[config.mk]
export PLATFORM = sky130hd
export DESIGN_NAME = serial_comp_ctrl
export DESIGN_NICKNAME = d
export VERILOG_FILES = /design/src/rtl/serial_comp_ctrl_pkg.sv /design/src/rtl/serial_comp_ctrl_cmp_bit_cell.sv /design/src/rtl/serial_comp_ctrl.sv
export SDC_FILE = /design/constraint.sdc
export NUM_CORES = 1
export LEC_CHECK = 0
export CAP_MARGIN = 40
export CORE_ASPECT_RATIO = 1.1
export CORE_MARGIN = 4
export CORE_UTILIZATION = 49
export DETAILED_ROUTE_END_ITERATION = 8
export PLACE_DENSITY = 0.87
export SETUP_SLACK_MARGIN = 0.05
export SLEW_MARGIN = 20
export SYNTH_ARGS = -nofsm -noshare
export SYNTH_HDL_FRONTEND = slang
export SYNTH_HIERARCHICAL = 1
export SYNTH_SLANG_ARGS = --single-unit
[constraint.sdc]
create_clock -name clk -period 2.43 [get_ports clk]
set_clock_uncertainty 0.05 [all_clocks]
set_input_delay 0.3645 -clock clk [delete_from_list [all_inputs] [get_ports clk]]
set_output_delay 0.3645 -clock clk [all_outputs]
set_load 0.05 [all_outputs]
[src/rtl/serial_comp_ctrl_pkg.sv]
// Shared definitions for the bit-serial comparator controllers:
// state encodings, result-flag bit positions and a flag packing helper.
package serial_comp_ctrl_pkg;

    typedef enum logic [1:0] {
        ST_IDLE = 2'd0,
        ST_SCAN = 2'd1,
        ST_DONE = 2'd2
    } state_e;

    localparam int unsigned FLAG_GT = 0;
    localparam int unsigned FLAG_EQ = 1;
    localparam int unsigned FLAG_LT = 2;
    localparam int unsigned FLAG_W  = 3;

    // Pack the three compare outcomes into the result-flag vector.
    function automatic logic [FLAG_W-1:0] flag_vec(
        input logic gt,
        input logic eq,
        input logic lt
    );
        logic [FLAG_W-1:0] v;
        v          = '0;
        v[FLAG_GT] = gt;
        v[FLAG_EQ] = eq;
        v[FLAG_LT] = lt;
        return v;
    endfunction

endpackage

[src/rtl/serial_comp_ctrl_cmp_bit_cell.sv]
// Combinational 1-bit magnitude compare cell: x versus y.
module cmp_bit_cell
    import serial_comp_ctrl_pkg::*;
(
    input  logic x,
    input  logic y,
    output logic gt,
    output logic eq,
    output logic lt
);

    assign gt = x & ~y;
    assign lt = ~x & y;
    assign eq = ~(x ^ y);

endmodule

[src/rtl/serial_comp_ctrl.sv]
// Bit-serial unsigned magnitude comparator: walks latched operands MSB-first
// through one cmp_bit_cell and stops at the first differing bit.
module serial_comp_ctrl
    import serial_comp_ctrl_pkg::*;
#(
    parameter int unsigned WIDTH = 8
) (
    input  logic                     clk,
    input  logic                     rst,
    input  logic                     start,
    input  logic [WIDTH-1:0]         a,
    input  logic [WIDTH-1:0]         b,
    output logic                     busy,
    output logic                     done,
    output logic                     a_gt_b,
    output logic                     a_eq_b,
    output logic                     a_lt_b,
    output logic [$clog2(WIDTH):0]   bits_used
);

    localparam int unsigned IDX_W = $clog2(WIDTH);
    localparam int unsigned CNT_W = IDX_W + 1;

    state_e             r_state;
    logic [WIDTH-1:0]   r_a;
    logic [WIDTH-1:0]   r_b;
    logic [IDX_W-1:0]   r_idx;
    logic [FLAG_W-1:0]  r_flags;
    logic [CNT_W-1:0]   r_bits_used;
    logic               r_busy;
    logic               r_done;

    state_e             w_state_nxt;
    logic [WIDTH-1:0]   w_a_nxt;
    logic [WIDTH-1:0]   w_b_nxt;
    logic [IDX_W-1:0]   w_idx_nxt;
    logic [FLAG_W-1:0]  w_flags_nxt;
    logic [CNT_W-1:0]   w_bits_used_nxt;

    logic               w_bit_a;
    logic               w_bit_b;
    logic               w_gt;
    logic               w_eq;
    logic               w_lt;

    assign w_bit_a = r_a[r_idx];
    assign w_bit_b = r_b[r_idx];

    cmp_bit_cell u_cell (
        .x  (w_bit_a),
        .y  (w_bit_b),
        .gt (w_gt),
        .eq (w_eq),
        .lt (w_lt)
    );

    // State, operand, index and result registers; busy/done follow the next state.
    always_ff @(posedge clk) begin
        if (rst) begin
            r_state     <= ST_IDLE;
            r_a         <= '0;
            r_b         <= '0;
            r_idx       <= '0;
            r_flags     <= '0;
            r_bits_used <= '0;
            r_busy      <= 1'b0;
            r_done      <= 1'b0;
        end else begin
            r_state     <= w_state_nxt;
            r_a         <= w_a_nxt;
            r_b         <= w_b_nxt;
            r_idx       <= w_idx_nxt;
            r_flags     <= w_flags_nxt;
            r_bits_used <= w_bits_used_nxt;
            r_busy      <= (w_state_nxt == ST_SCAN);
            r_done      <= (w_state_nxt == ST_DONE);
        end
    end

    // Next-state and datapath update.
    always_comb begin
        w_state_nxt     = r_state;
        w_a_nxt         = r_a;
        w_b_nxt         = r_b;
        w_idx_nxt       = r_idx;
        w_flags_nxt     = r_flags;
        w_bits_used_nxt = r_bits_used;

        case (r_state)
            ST_IDLE, ST_DONE: begin
                if (start) begin
                    w_state_nxt     = ST_SCAN;
                    w_a_nxt         = a;
                    w_b_nxt         = b;
                    w_idx_nxt       = IDX_W'(WIDTH - 1);
                    w_flags_nxt     = '0;
                    w_bits_used_nxt = '0;
                end else begin
                    w_state_nxt = ST_IDLE;
                end
            end
            ST_SCAN: begin
                if (!w_eq) begin
                    w_state_nxt     = ST_DONE;
                    w_flags_nxt     = flag_vec(w_gt, 1'b0, w_lt);
                    w_bits_used_nxt = CNT_W'(WIDTH) - CNT_W'(r_idx);
                end else if (r_idx == '0) begin
                    // Last bit equal: leaving here is unconditional, idx never wraps.
                    w_state_nxt     = ST_DONE;
                    w_flags_nxt     = flag_vec(1'b0, 1'b1, 1'b0);
                    w_bits_used_nxt = CNT_W'(WIDTH);
                end else begin
                    w_idx_nxt = r_idx - IDX_W'(1);
                end
            end
            default: begin
                w_state_nxt = ST_IDLE;
            end
        endcase
    end

    assign busy      = r_busy;
    assign done      = r_done;
    assign a_gt_b    = r_flags[FLAG_GT];
    assign a_eq_b    = r_flags[FLAG_EQ];
    assign a_lt_b    = r_flags[FLAG_LT];
    assign bits_used = r_bits_used;

endmodule

==> impl_metrics.csv, run 1 <==
group,metric,value,unit
die,floorplan.initialDensity,51.03,%
power,total_power,1.072,mW
clock_network,cts_hold_buffers,0,
synthesis,synthSimpleGateAreaFrac,18.27,%
clock_network,numClockSinks,30,
layout,multi_input_comb_area,614.3,µm²
sta,tightest_pin_transition,0.4922,ns
route,vias,1031,
run,max_cap_violations,0,
layout,nFillCells,219,
sta,setup_viol_count_final,0,
synthesis,synth-adder-area-share,4.912,%
global_route,grtUsageTotal,15.47,%
synthesis,syn-num-nets,161,
synthesis,synth-xor-area-share,0,%
clock_network,ctsHtreeMaxLevel,2,
placed_design,port_buffers,27,
synthesis,synthDominantCellAreaShare,47.15,%
global_route,pin_count_of_the_biggest_net_entering_global_routing,19,
placed_design,place_hpwl,1874,µm
route,postRouteWirelength,2516,µm
route,viasPerCell,5.234,
synthesis,post-synth-top-count-cell,"sky130_fd_sc_hd__nand2_1",
layout,finish.net_count,190,
hold_path,min_from,"r_a[6]$_SDFFE_PP0P_",
sta,min_period,2.309,ns
synthesis,synth_cell_type_count,26,
route,drt.antenna.violating_nets,0,
synthesis,yosysSeqAreaShare,47.15,%
critical_path,worstSetupStartpointType,"register",
critical_path,critPathRequiredTime,2.62,ns
sta,setup_slack,0.1210,ns
sta,timing.setup.tns,0,ns
critical_path,critical_path.endpoint_type,"register",
synthesis,postSynthCellCount,137,
hold_path,worst_hold_path.endpoint,"r_a[6]$_SDFFE_PP0P_",
layout,drive_gt1_share,9.036,%
route,drcViolationCount,0,
synthesis,area_of_the_mapped_netlist,1274,µm²
layout,num_antenna_cells,0,
sta,timing.max_slew.rel_slack,67.08,%
sta,clock.fmax,433.1,MHz
die,core.rowCount,19,
critical_path,rr_worst_depth,7,
critical_path,r2r-start,"r_idx[0]$_SDFFE_PP0P_",
layout,signed_area_change_from_the_synthesized_netlist_to_the_final_layout,27.31,%
global_route,grt_pass1_wl,3939,µm
clock_network,total_clock_buffers_created_by_cts,5,
power,leakage,0.6556,nW
global_route,global_route.overflow_total,0,
sta,slew_violations,0,
synthesis,muxShareOfSynthArea,8.251,%
power,power.ir.vdd_worst,0.4828,mV
clock_network,worst_skew_pair_latency,0.32,ns
global_route,grt_pass1_vias,981,
placed_design,dp_worst_setup_slack,-0.01826,ns
synthesis,yosys-top-cells-area,"sky130_fd_sc_hd__dfxtp_1 (47%), sky130_fd_sc_hd__nand2_1 (11%), sky130_fd_sc_hd__mux4_1 (8.3%)",
global_route,grt_antenna_before_repair,0,
layout,final_util,64.96,%
sta,grt_setup_unrepaired,"no",
synthesis,ys_async_sr_fraction,0,%
synthesis,synth_compound_area_share,15.82,%
clock_network,path_clk_slew,0.09,ns
die,die_height,61.47,µm
sta,count_of_endpoints_failing_hold_in_the_final_timing_report,0,
clock_network,clk_tree_root_cell,"sky130_fd_sc_hd__clkbuf_4",
clock_network,cts_post_setup_buffers_inserted,0,
synthesis,dominant_combinational_cell_family_by_area_after_synthesis,"simple AND/OR/NAND/NOR gates",
clock_network,clock_tree_from_tritoncts,"yes",
critical_path,critical_path_peak_fanout,7,
synthesis,synth_area_leader_cell,"sky130_fd_sc_hd__dfxtp_1",
die,top_level_ports,28,
route,detail_route.iter0.violations,14,
die,die-area,3480,µm²
synthesis,syn_area_per_cell,9.297,µm²
synthesis,synth_enable_flop_cells,0,
synthesis,ys_ff_latch,30,
placed_design,gp_routability_congestion,0.8956,
critical_path,worstSetupPathType,"reg2reg",
clock_network,max-clock-path-buffers,2,
hold_path,hold-path-cell-count,2,
die,die_width,56.61,µm
route,wl_per_cell,12.77,µm
route,detail_route.first_pass.iterations,4,
synthesis,synth_top_flop_cell,"sky130_fd_sc_hd__dfxtp_1",
synthesis,yosysWarningCount,6,
outcome,status,"completed",
critical_path,worstReg2RegEnd,"r_idx[1]$_SDFFE_PP0P_",
critical_path,critPathArrivalTime,2.50,ns
critical_path,setup.reg_to_reg.worst_slack,0.12,ns
sta,holdWs,0.4053,ns
power,power_density,661.1,nW/µm²
hold_path,worst_hold_path_type,"reg2reg",
synthesis,post_synth_most_frequent_cells,"sky130_fd_sc_hd__nand2_1 (38), sky130_fd_sc_hd__dfxtp_1 (30), sky130_fd_sc_hd__a21oi_1 (18)",
sta,post_route_clock_period_utilization,95.02,%
layout,register_area,604.3,µm²
die,floorplan.core_area,2496,µm²
## critical path, stage by stage, from the launching register on
cell and delay (ns):
sky130_fd_sc_hd__dfxtp_4 0.40, sky130_fd_sc_hd__mux4_1 0.56, sky130_fd_sc_hd__nand2_1 0.08, sky130_fd_sc_hd__nand2_1 0.11, sky130_fd_sc_hd__ha_4 0.31, sky130_fd_sc_hd__and4bb_1 0.31, sky130_fd_sc_hd__nor2_1 0.13, sky130_fd_sc_hd__a211oi_1 0.26
## sequential cells by signal (all words and copies together) (netlist names)
register	flops
bits_used	4
r_b	8
r_flags	3
r_idx	3
done	1
r_state	2
r_a	8
busy	1
## cell usage in the layout, fill, tap and decap left out, types with 4 or more instances in the layout
cell / count
sky130_fd_sc_hd__nor2_1: 4
sky130_fd_sc_hd__ha_1: 4
sky130_fd_sc_hd__clkbuf_4: 5
sky130_fd_sc_hd__mux4_1: 4
sky130_fd_sc_hd__a21oi_1: 18
sky130_fd_sc_hd__clkdlybuf4s50_1: 27
sky130_fd_sc_hd__dfxtp_1: 29
sky130_fd_sc_hd__nand2_1: 38
sky130_fd_sc_hd__a22o_1: 6
sky130_fd_sc_hd__inv_1: 7
## power breakdown
| part | leakage (nW) | switching, mW | internal, mW | total, mW |
|---|---|---|---|---|
| Clock | 0.0254 | 0.154 | 0.109 | 0.262 |
| Combinational | 0.384 | 0.135 | 0.119 | 0.255 |
| Sequential | 0.247 | 0.0264 | 0.528 | 0.555 |
## logic make-up after synthesis
group,after synthesis
simple gates,52
compound gates,31
flops,30
buf+inv,15
fa+ha+maj,5
mux,4
## area by class of cell
type	instances	share of cell area (%)
flip-flops and latches	30	37.27
multi-input cells	92	37.89
well taps	31	2.392
clock buffers	7	2.778
inverters	7	1.620
repair buffers	30	18.06
## metrics by stage
step           cells  area, µm²
6_report         197       1622
5_1_grt          197       1622
4_1_cts          197       1607
3_5_place_dp     190       1560
3_3_place_gp     190       1560
2_1_floorplan    137       1274
## per-layer routing
metal  global-route usage [%]  up-vias  share of wire (%)
li1                         -      524                  -
met1                    13.92      473                 39
met2                    28.38       29                 52
met3                    6.499        5                7.0
met4                    11.19        0                2.5
met5                        0        -                  0
## worst max-delay path by stage
stage                                startpoint                         to  slack (ns)  depth (start not counted)
after floorplan           r_idx[0]$_SDFFE_PP0P_  bits_used[0]$_SDFFE_PP0P_        0.22                          8
after global placement    r_idx[0]$_SDFFE_PP0P_  bits_used[3]$_SDFFE_PP0P_        0.06                          8
after detailed placement  r_idx[0]$_SDFFE_PP0P_    r_flags[0]$_SDFFE_PP0P_       -0.02                          7
after CTS                 r_idx[0]$_SDFFE_PP0P_      r_idx[1]$_SDFFE_PP0P_        0.07                          7
after global routing      r_idx[0]$_SDFFE_PP0P_    r_flags[0]$_SDFFE_PP0P_        0.06                          8
final                     r_idx[0]$_SDFFE_PP0P_      r_idx[1]$_SDFFE_PP0P_        0.12                          7
## repair_timing
action | in CTS | in global routing
setup endpoints to repair | 8 | 9
pin swaps | 0 | 0
resized for setup | 1 | 2
No activity file was read; power rests on OpenSTA's default activity.
==> run 2, diff against run 1 <==
--- a/config.mk
+++ b/config.mk
@@ -5,6 +5,7 @@
 export SDC_FILE = /design/constraint.sdc
 export NUM_CORES = 1
 export LEC_CHECK = 0
+export ABC_CLOCK_PERIOD_IN_PS = 2430
 export CAP_MARGIN = 40
 export CORE_ASPECT_RATIO = 1.1
 export CORE_MARGIN = 4
==> results of run 2 <==
No change in the layout: final DEF, timing and power equal those of run 1.
==> run 3, diff against run 2 <==
==> constraint.sdc (replaced) <==
create_clock -name clk -period 2.43 [get_ports clk]
set_clock_uncertainty 0.05 [all_clocks]
set_input_delay 0.3645 -clock clk [delete_from_list [all_inputs] [get_ports clk]]
set_output_delay 0.3645 -clock clk [all_outputs]
set_load 0.1 [all_outputs]
==> run 3 against run 2 <==
  * Critical path depth rose by 1
  * Clock power rose by 37%
  * First-iteration DRC count did not move
  * Worst hold slack improved by 0.0021 ns
  * Utilization rose by 0.80 points
  * Combinational power rose by 14%
  * Fmax rose by 2.0%
  * Via count rose by 2.5%
  * Final area rose by 1.2%
  * Total power rose by 12%
  * Global-route usage fell by 0.22 points
  * Critical path type unchanged
  * Largest cell class unchanged
  * Largest power group unchanged
  * Highest routed layer unchanged
==> impl_metrics.csv, run 3 (synthesized netlist as in run 1, its figures left out) <==
group,metric,value,unit
die,die_height,61.47,µm
placed_design,placed_cell_area,1538,µm²
hold_path,worst_hold_path_type,"reg2reg",
die,floorplan.initialDensity,51.03,%
die,die-area,3480,µm²
critical_path,critPathArrivalTime,2.43,ns
clock_network,path_clk_slew,0.09,ns
critical_path,longest_individual_stage_delay_on_the_worst_path,0.55,ns
die,core.rowCount,19,
route,vias,1057,
placed_design,place_hpwl,1890,µm
placed_design,gp_routability_congestion,0.9378,
run,max_cap_violations,0,
power,share_seq_of_total_power,46.1,%
clock_network,numClockSinks,30,
global_route,pin_count_of_the_biggest_net_entering_global_routing,19,
route,detail_route.iter0.violations,14,
die,floorplan.core_area,2496,µm²
die,die_width,56.61,µm
route,viasPerCell,5.312,
clock_network,total_clock_buffers_created_by_cts,5,
layout,layout.cells.non_filler,199,
global_route,grtUsageTotal,15.24,%
sta,tightest_pin_transition,0.4278,ns
global_route,grt_antenna_before_repair,0,
power,power_density,733.6,nW/µm²
layout,finish.net_count,191,
power,total_power,1.204,mW
route,postRouteWirelength,2595,µm
layout,final_area,1642,µm²
route,wl_per_cell,13.04,µm
global_route,global_route.overflow_total,0,
placed_design,port_buffers,27,
critical_path,crit_path_cell_trace,"mux4_1, nand2_1, nand2_1, inv_2, ha_4, nor2b_1, o211a_1, a22o_1",
route,drcViolationCount,0,
die,top_level_ports,28,
layout,num_antenna_cells,0,
sta,slew_violations,0,
critical_path,worstSetupStartpointType,"register",
layout,layout_commonest_cell,"sky130_fd_sc_hd__nand2_1",
clock_network,clock_tree_from_tritoncts,"yes",
power,leakage,0.6897,nW
power,share_comb_of_total_power,24.2,%
global_route,grt_pass1_wl,3995,µm
power,clock_power_share,29.7,%
sta,post_route_clock_period_utilization,93.18,%
power,power.net_switching,0.3568,mW
layout,layout.cells.most_common_list,"sky130_fd_sc_hd__nand2_1 (38), sky130_fd_sc_hd__dfxtp_1 (29), sky130_fd_sc_hd__a21oi_1 (18), sky130_fd_sc_hd__clkdlybuf4s50_1 (18), sky130_fd_sc_hd__buf_4 (13)",
critical_path,critical_path.endpoint_type,"register",
clock_network,ctsHtreeMaxLevel,2,
layout,signed_area_change_from_the_synthesized_netlist_to_the_final_layout,28.88,%
sta,setup_viol_count_final,0,
clock_network,max-clock-path-buffers,2,
power,intPower,0.8474,mW
critical_path,crit_path_frequent_cell,"sky130_fd_sc_hd__nand2_1",
sta,timing.max_slew.rel_slack,71.42,%
critical_path,slowest_stage,"sky130_fd_sc_hd__mux4_1",
placed_design,placed_cells_incl_taps,190,
clock_network,cts_hold_buffers,0,
critical_path,critPathRequiredTime,2.60,ns
power,power.ir.vdd_worst,0.6302,mV
sta,clock.fmax,441.6,MHz
global_route,grt_pass1_vias,950,
route,drt.antenna.violating_nets,0,
sta,grt_setup_unrepaired,"no",
outcome,status,"completed",
critical_path,worstSetupPathType,"reg2reg",
critical_path,critical_path_peak_fanout,6,
sta,count_of_endpoints_failing_hold_in_the_final_timing_report,0,
route,detail_route.first_pass.iterations,4,
clock_network,worst_skew_pair_latency,0.32,ns
power,sw_frac_of_total,29.63,%
layout,drive_gt1_share,19.05,%
sta,min_period,2.264,ns
clock_network,clk_tree_root_cell,"sky130_fd_sc_hd__clkbuf_4",
-- run 3: cell types whose count changed in the layout (fill, tap and decap cells not counted), sizes merged --
cell	before	now
clkdlybuf4s50	27	18
buf	3	13
clkbuf	7	8
-- run 3: power groups by stage --
stage	Sequential, mW	Combinational [mW]	Clock (mW)
global route	0.560	0.315	0.386
finish	0.556	0.291	0.358
floorplan	0.615	0.150	0
global placement	0.564	0.266	0
detailed placement	0.566	0.272	0
CTS	0.555	0.273	0.371
-- run 3: cell type report --
type | instances | area (µm²)
fillers | 227 | 854.6
multi-input cells | 92 | 615.6
repair buffers | 31 | 277.8
inverters | 7 | 26.28
flip-flops and latches | 30 | 604.3
well taps | 31 | 38.79
clock buffers | 8 | 78.83
-- run 3: final timing paths --
kind,from,to,slack (ns),cells past startpoint
worst min-delay path,r_b[1]$_SDFFE_PP0P_,r_b[1]$_SDFFE_PP0P_,0.41,2
worst max register to register,r_idx[0]$_SDFFE_PP0P_,r_flags[0]$_SDFFE_PP0P_,0.17,8
worst max-delay path,r_idx[0]$_SDFFE_PP0P_,r_flags[0]$_SDFFE_PP0P_,0.17,8
worst min register to register,r_b[1]$_SDFFE_PP0P_,r_b[1]$_SDFFE_PP0P_,0.41,2
-- run 3: critical path, delay by kind of cell (launching register included) --
kind	cells	cell delay, ns
flops	1	0.40
compound gates	2	0.55
mux	1	0.55
buf+inv	1	0.08
simple gates	3	0.31
fa+ha+maj	1	0.21
-- run 3: timing repair --
action | 4_1_cts | 5_1_grt
hold endpoints to repair | 0 | 0
gates resized for setup | 1 | 6
setup buffers | 0 | 1
pin swaps | 0 | 0
setup endpoints to repair | 10 | 10
-- run 3: metal layers --
metal	up-vias	routed length, µm	global-route usage [%]
li1	535	-	-
met1	483	1045	15.21
met2	31	1315	28.38
met3	8	180	6.289
met4	0	53	6.441
met5	-	0	0
-- run 3: through the flow --
step           setup TNS [ns]  hold slack, ns  worst slack, ns  util [%]
6_report                    0          0.4074           0.1657     65.76
5_1_grt                     0          0.4293          0.05145     65.76
4_1_cts                     0          0.4104          0.05500     64.81
3_5_place_dp          -0.1486          0.3975         -0.04051     61.60
3_3_place_gp                0          0.3892          0.04701     61.60
2_1_floorplan               0          0.3815           0.2204         -
